**src/rtl/bcd_pkg.sv**
```systemverilog
// Shared types and constants for the sequential binary-to-BCD converter.
package bcd_pkg;

    typedef enum logic [1:0] {
        IDLE = 2'd0,
        CONV = 2'd1,
        HOLD = 2'd2
    } state_t;

    localparam int unsigned BCD_DIGIT_W = 4;
    localparam logic [3:0]  ADJ_THRESH  = 4'd5;
    localparam logic [3:0]  ADJ_ADD     = 4'd3;

    // Smallest digit count whose decimal range covers 2**width-1.
    function automatic int unsigned min_digits(input int unsigned width);
        longint unsigned maxv;
        longint unsigned p;
        int unsigned     d;
        maxv = (64'd1 << width) - 64'd1;
        p    = 64'd10;
        d    = 1;
        while (p <= maxv) begin
            p = p * 64'd10;
            d = d + 1;
        end
        return d;
    endfunction

endpackage

```
**src/rtl/bcd_digit_adj.sv**
```systemverilog
// Double-dabble digit correction: add 3 to any BCD digit of 5 or more before the shift.
module bcd_digit_adj
    import bcd_pkg::*;
(
    input  logic [3:0] din,
    output logic [3:0] dout_c
);

    assign dout_c = (din >= ADJ_THRESH) ? din + ADJ_ADD : din;

endmodule

```
**src/rtl/bin2bcd_seq_ctrl.sv**
```systemverilog
// Sequential binary-to-BCD converter: one double-dabble step per clock,
// valid/ready on both sides with a single conversion in flight.
module bin2bcd_seq_ctrl
    import bcd_pkg::*;
#(
    parameter int unsigned WIDTH  = 8,
    parameter int unsigned DIGITS = 3
) (
    input  logic                          clk,
    input  logic                          rst_n,
    input  logic                          in_valid,
    output logic                          in_ready,
    input  logic [WIDTH-1:0]              in_bin,
    output logic                          out_valid,
    input  logic                          out_ready,
    output logic [BCD_DIGIT_W*DIGITS-1:0] out_bcd,
    output logic                          busy
);

    localparam int unsigned BCD_W = BCD_DIGIT_W * DIGITS;
    localparam int unsigned SH_W  = BCD_W + WIDTH;
    localparam int unsigned CNT_W = $clog2(WIDTH + 1);

    if (WIDTH < 1 || DIGITS < min_digits(WIDTH)) begin : g_param_err
        $error("bin2bcd_seq_ctrl: DIGITS too small for WIDTH");
    end

    state_t           state;
    logic [SH_W-1:0]  shreg;
    logic [SH_W-1:0]  shreg_nxt;
    logic [CNT_W-1:0] count;
    logic [BCD_W-1:0] digits_adj;

    for (genvar k = 0; k < DIGITS; k++) begin : g_adj
        bcd_digit_adj u_adj (
            .din    (shreg[WIDTH + BCD_DIGIT_W*k +: BCD_DIGIT_W]),
            .dout_c (digits_adj[BCD_DIGIT_W*k +: BCD_DIGIT_W])
        );
    end

    // Adjusted digits over the untouched binary tail, shifted by one.
    assign shreg_nxt = {digits_adj, shreg[WIDTH-1:0]} << 1;

    always_ff @(posedge clk or negedge rst_n) begin
        if (!rst_n) begin
            state     <= IDLE;
            in_ready  <= 1'b0;
            out_valid <= 1'b0;
            busy      <= 1'b0;
            out_bcd   <= '0;
            shreg     <= '0;
            count     <= '0;
        end else begin
            case (state)
                IDLE: begin
                    if (!in_ready) begin
                        in_ready <= 1'b1;
                    end else if (in_valid) begin
                        shreg    <= {BCD_W'(0), in_bin};
                        count    <= CNT_W'(WIDTH);
                        in_ready <= 1'b0;
                        busy     <= 1'b1;
                        state    <= CONV;
                    end
                end
                CONV: begin
                    shreg <= shreg_nxt;
                    count <= count - CNT_W'(1);
                    // Last step: capture straight from the shift result.
                    if (count == CNT_W'(1)) begin
                        out_bcd   <= shreg_nxt[SH_W-1 -: BCD_W];
                        out_valid <= 1'b1;
                        busy      <= 1'b0;
                        state     <= HOLD;
                    end
                end
                HOLD: begin
                    if (out_valid && out_ready) begin
                        out_valid <= 1'b0;
                        in_ready  <= 1'b1;
                        state     <= IDLE;
                    end
                end
                default: state <= IDLE;
            endcase
        end
    end

endmodule

```
**config.mk**
```make
export PLATFORM = sky130hd
export DESIGN_NAME = bin2bcd_seq_ctrl
export DESIGN_NICKNAME = d
export VERILOG_FILES = /design/src/rtl/bcd_pkg.sv /design/src/rtl/bcd_digit_adj.sv /design/src/rtl/bin2bcd_seq_ctrl.sv
export SDC_FILE = /design/constraint.sdc
export NUM_CORES = 1
export LEC_CHECK = 0
export CAP_MARGIN = 20
export CORE_ASPECT_RATIO = 1.4
export CORE_MARGIN = 3
export CORE_UTILIZATION = 58
export DETAILED_ROUTE_END_ITERATION = 8
export PLACE_DENSITY = 0.86
export SLEW_MARGIN = 25
export SYNTH_ARGS = -nofsm -noshare
export SYNTH_HDL_FRONTEND = slang
export SYNTH_SLANG_ARGS = --single-unit
```
**constraint.sdc**
```tcl
create_clock -name clk -period 3.4 [get_ports clk]
set_input_delay 0.51 -clock clk [delete_from_list [all_inputs] [get_ports clk]]
set_output_delay 0.51 -clock clk [all_outputs]
set_load 0.03 [all_outputs]
```
; ---- Yosys cells after proc, flatten, opt, wreduce, memory -nomap -nowiden
; Cells that the tools add are included.
; W data, S select, Z words.
[totals]
out_inout_bits = 15
mem_bits_ro = 0
n_memories = 0
word_cells = 57
latch_bits = 0
reg_bits = 41
ram_bits = 0
[op_classes]
n_addsub = 4
order_cmp = 3
bitwise = 0
n_div = 0
n_eq_ne = 7
shift = 0
muxes = 25
multipliers = 0
reduce_logical = 11
[ops]
columns = cell, n
row1 = $mux W20, 2
row2 = $pmux W20 S2, 1
row3 = $mux W4, 4
row4 = $ge A4 B3 Y1 const B, 3
row5 = $add A4 B2 Y4 const B, 2
row6 = $mux W1, 8
row7 = $mux W2, 4
row8 = $ne A2 B2 Y1 const B, 4
row9 = $pmux W4 S2, 1
row10 = $reduce_and A4 Y1, 2
row11 = $pmux W1 S2, 3
row12 = $pmux W2 S3, 1
row13 = $reduce_and A3 Y1, 2
row14 = $reduce_bool A2 Y1, 3
row15 = $eq A4 B1 Y1 const B, 1
row16 = $reduce_and A2 Y1, 2
row17 = $sub A4 B1 Y4 const B, 1
row18 = $add A3 B2 Y3 const B, 1
row19 = $mux W3, 1
row20 = $eq A2 B1 Y1 const B, 1
row21 = $eq A2 B2 Y1 const B, 1
row22 = $logic_not A2 Y1, 1
row23 = $logic_and A1 B1 Y1, 1

; ---- Longest topological paths before layout
[depth]
depth_word = 3
mapped_depth = 7
ltp_nobuf = 6

; ---- Cells and area by module
; From an unflattened synthesis, not the netlist that was laid out.
[unflattened]
cells_unflattened = 175
hier_area_um2 = 2005.7
[by_module_without_submodules]
columns = mod, cells_each, area_per_inst_um2, instances, seq_area_each_um2
row1 = bin2bcd_seq_ctrl, 127, 1701.6, 1, 1026.0
row2 = bcd_digit_adj, 16, 101.3, 3, 0.0

; ---- Least setup slack after synthesis
; No wires, ideal clock.
[synth_timing]
path_type = reg2reg
startpoint = register shreg[12]
endpoint = register out_bcd[6]
arrival_ns = 1.444
slack_ns = 1.873
path_stages_with_launch = 7
setup_time_ns = 0.083
path_cell_list = dfrtp_1 -> inv_1 -> ha_1 -> nand2b_1 -> a21oi_1 -> mux2_2 -> o21ai_0
[synth_via]
elab_chain_cells = 2
word_cells_on_any_way = 3
[synth_lines]
columns = item, line_no
row1 = from (decl), bin2bcd_seq_ctrl.sv:29  ; logic [SH_W-1:0] shreg;
row2 = from (signal assigned), bin2bcd_seq_ctrl.sv:59  ; shreg <= {BCD_W'(0), in_bin};
row3 = from (signal assigned), bin2bcd_seq_ctrl.sv:67  ; shreg <= shreg_nxt;
row4 = $add A4 B2 Y4 / $ge A4 B3 Y1 (equally long branches), bcd_digit_adj.sv:9  ; assign dout_c = (din >= ADJ_THRESH) ? din + ADJ_ADD : din;
row5 = $mux W4 (*), bcd_digit_adj.sv:9
row6 = to (signal assigned), bin2bcd_seq_ctrl.sv:71  ; out_bcd <= shreg_nxt[SH_W-1 -: BCD_W];
row7 = to (decl), bin2bcd_seq_ctrl.sv:16  ; output logic [BCD_DIGIT_W*DIGITS-1:0] out_bcd,
; Every way passes the cells marked *; elsewhere a longest branch is shown, timed or not.
; A chain may end at the register's enable or synchronous reset.

; ---- Final worst setup path
[layout_timing]
startpoint = register state[1]
endpoint = register out_bcd[2]
[layout_via]
elab_chain_cells = 2
[layout_lines]
columns = item, line_no
row1 = from (decl), bin2bcd_seq_ctrl.sv:28  ; state_t state;
row2 = from (signal assigned), bin2bcd_seq_ctrl.sv:46  ; state <= IDLE;
row3 = from (signal assigned), bin2bcd_seq_ctrl.sv:63  ; state <= CONV;
row4 = from (signal assigned), bin2bcd_seq_ctrl.sv:74  ; state <= HOLD;
row5 = $eq A2 B1 Y1, bin2bcd_seq_ctrl.sv:54  ; case (state)
row6 = $reduce_and A2 Y1 (no source line), -
; Every way passes these cells.

==> impl_results.md <==
* Gp weighted congestion at 0.787
* Min Tclk post-route at roughly 2.1 ns
* Remaining DRCs at 0
* # resized after CTS at 0
* # rows at 24
* Largest net degree at the start of global routing at 42
* P_sw at 1.02 mW
* Clock-pin slew on the worst setup and hold paths at around 0.070 ns
* DRT met1 WL at roughly 1500 um
* Final Slew Violations at 0
* Power Density at around 1000 nW/um2
* TNS Setup at 0 ns
* Max-Cap Viols at 0
* Antenna cell count at 0
* Worst slack, placed at 1.08 ns
* CTS sink cnt at 41
* Sequential share of power at 0.370
* Max-Slew Margin vs Limit at 0.404
* Clock Power Share at 0.127
* Fraction of layout cells with a size suffix above 1 at 0.0794
* Layout Nets at between 200 and 250
* TritonCTS clock tree: yes
* Area delta synth->final at 16.5%
* #FFs+latches synth at 41
* Number of CTS-inserted buffers at 5
* Worst slew pin tran at around 0.89 ns
* Postcts setup bufs at 0
* # H-tree levels at 2
* Core area at between 3000 and 4000 um2
* Vias in the first global route at 1533
* First-pass GRT wire length at roughly 6400 um
* Final worst setup slack at roughly 1.3 ns
* I/O pins at 27
* Starting Density at 0.616
* Final Hold Viols at 0
* I/O Buffers at 26
* Top_reg_cell synth: dfrtp_1
* Comb pwr share at 0.503
* Worst Path Class, Setup: reg -> reg
* Die Width at around 55 um
* Outcome: completed
* Warnings, synthesis at 0
* Final setup vio count at 0
* Antenna viol nets, final at 0
* Finished Core Util at 0.718
* Met2 WL at 2070 um
* Ys async rst share at 1.00
* Number of synthesized flops with an enable pin at 0
* First DRT Iteration DRCs at 37
* Critical path fanouts, max at 20
* Clock Tree Root: clkbuf_8
* Vias at 1432
* Via-to-Cell Ratio at 5.66
* RSZ-0062 raised after global routing: false
* P_int at around 1.4 mW
* Post-Syn Instances at 190
* Wire length per cell at approximately 15 um
* Detailed Route WL at roughly 3800 um
* Register area share after synthesis at 0.523
* Met3 WL post-DR at roughly 130 um
* Fill count at between 200 and 300
* Gr ovfl total at 0
* Critical Path Start Type: flip-flop
* Max clock buf depth at 2
* Final Skew at around 0.005 ns
* Worst hold path type: in -> async
* Worst skew pair latency at around 0.29 ns
* HPWL after DPL at roughly 2700 um
* Tot GR Track Use at 0.221
* CTS Hold Buffers Added at 0
* Synth Area per Inst at just over 10 um2
* Fmax at roughly 480 MHz
* Sw Share at 0.426
* Hold slack at ~0.34 ns
* Design Power at 2.39 mW
* TritonRoute pass-1 iters at 4
* Peak VDD IR at 0.772 mV
* Worst path arrival time at between 2 and 2.5 ns
* Leakage at 1.02 nW
* Worst path required time at around 3.6 ns
* Die Footprint at about 4100 um2
* Initial antenna violation count at 0
* Die Ht at between 70 and 80 um
* Synthesized cell area at about 2000 um2
* DR top layer: met4
* Netlist cell types at 31
* Syn nets at 210
* Crit share post-route at 0.612
* CP Capture Type: flip-flop
## Yosys cell counts (all sizes together) (4+ instances only)
library cell	n	area share
nand2	31	0.061
a22o	5	0.022
ha	8	0.051
inv	9	0.017
nor2	12	0.024
a21oi	12	0.033
dfrtp	41	0.52
o21ai	15	0.038
xnor2	5	0.022
mux2	6	0.044
o22ai	4	0.013
a31oi	7	0.022
nor3b	7	0.029
buf	8	0.027
## worst max-delay path, cell delays in order (launching register included)
cell and delay [ns]:
dfrtp_1 0.50, and2b_1 0.65, nand2_2 0.41, mux2_4 0.40
## sequential cells by signal, summed over array words and instances (netlist names)
signal     count
shreg         20
out_bcd       12
count          4
state          2
busy           1
in_ready       1
out_valid      1
## layer usage
| metal | GRT usage | up-vias |
|---|---|---|
| met5 | 0 | - |
| met3 | 0.0693 | 7 |
| li1 | - | 697 |
| met2 | 0.386 | 24 |
| met4 | 0.103 | 0 |
| met1 | 0.235 | 704 |
## cell families (layout without fill, tap and decap cells)
family / count (synthesis) / after routing / share of synthesized area
mux: 8 / 8 / 0.0542
fa+ha+maj: 8 / 8 / 0.0510
compound gates: 50 / 50 / 0.159
flops: 41 / 41 / 0.523
buf+inv: 19 / 43 / 0.0485
simple gates: 59 / 59 / 0.142
xor+xnor: 5 / 5 / 0.0223
## power groups by stage
stage | sequential (mW) | combinational [mW] | clock [mW]
final | 0.886 | 1.21 | 0.303
after global routing | 0.912 | 1.35 | 0.337
after CTS | 0.882 | 1.22 | 0.316
after detailed placement | 0.889 | 1.21 | 0
after global placement | 0.872 | 1.15 | 0
after floorplan | 0.983 | 0.790 | 0
## area by class of cell
cell class | instances | area, um2 | area share
sequential | 41 | 1030 | 0.449
multi-input combinational | 130 | 841 | 0.368
timing repair buffer | 26 | 255 | 0.112
clock buffer | 8 | 80.1 | 0.0350
tap | 39 | 48.8 | 0.0214
inverter | 9 | 33.8 | 0.0148
## per-stage QoR
step	instances	cell area, um2
after floorplan	190	1960
after global placement	245	2200
after detailed placement	245	2200
after CTS	253	2280
after global routing	253	2280
final	253	2280
## path summary, 6_finish.rpt
kind	from	endpoint	slack [ns]	cells after the start
worst max-delay path	state[1]	out_bcd[2]	1.32	3
worst min-delay path	rst_n	out_bcd[11]	0.34	1
worst max register to register	state[1]	out_bcd[2]	1.32	3
worst min register to register	out_bcd[5]	out_bcd[5]	0.48	2
max in group asynchronous	rst_n	shreg[0]	2.50	1
min in group clk	out_bcd[5]	out_bcd[5]	0.48	2
## cell usage in the layout, fill, tap and decap left out
cell type	synthesis	layout
nor3b_2	1	1
mux2_4	5	5
nand2b_1	3	3
clkdlybuf4s50_1	0	25
nand2_1	30	30
a22o_1	5	5
dfrtp_1	41	41
a21o_1	1	1
xnor2_1	5	5
o31ai_1	3	3
mux2i_1	2	2
or3_1	2	2
o21ai_0	15	15
nor2_2	1	1
nor2_1	11	11
a31oi_1	7	7
buf_2	4	1
mux2_2	1	1
inv_1	9	9
a32o_1	3	3
nor3b_1	6	6
a21oi_1	11	11
clkbuf_8	0	5
ha_1	8	8
or2_2	1	1
nand2_2	1	1
a21oi_2	1	1
o22ai_1	4	4
clkbuf_1	2	3
and2b_1	1	1
nor3_1	2	2
(Power assumes the default switching activity.)
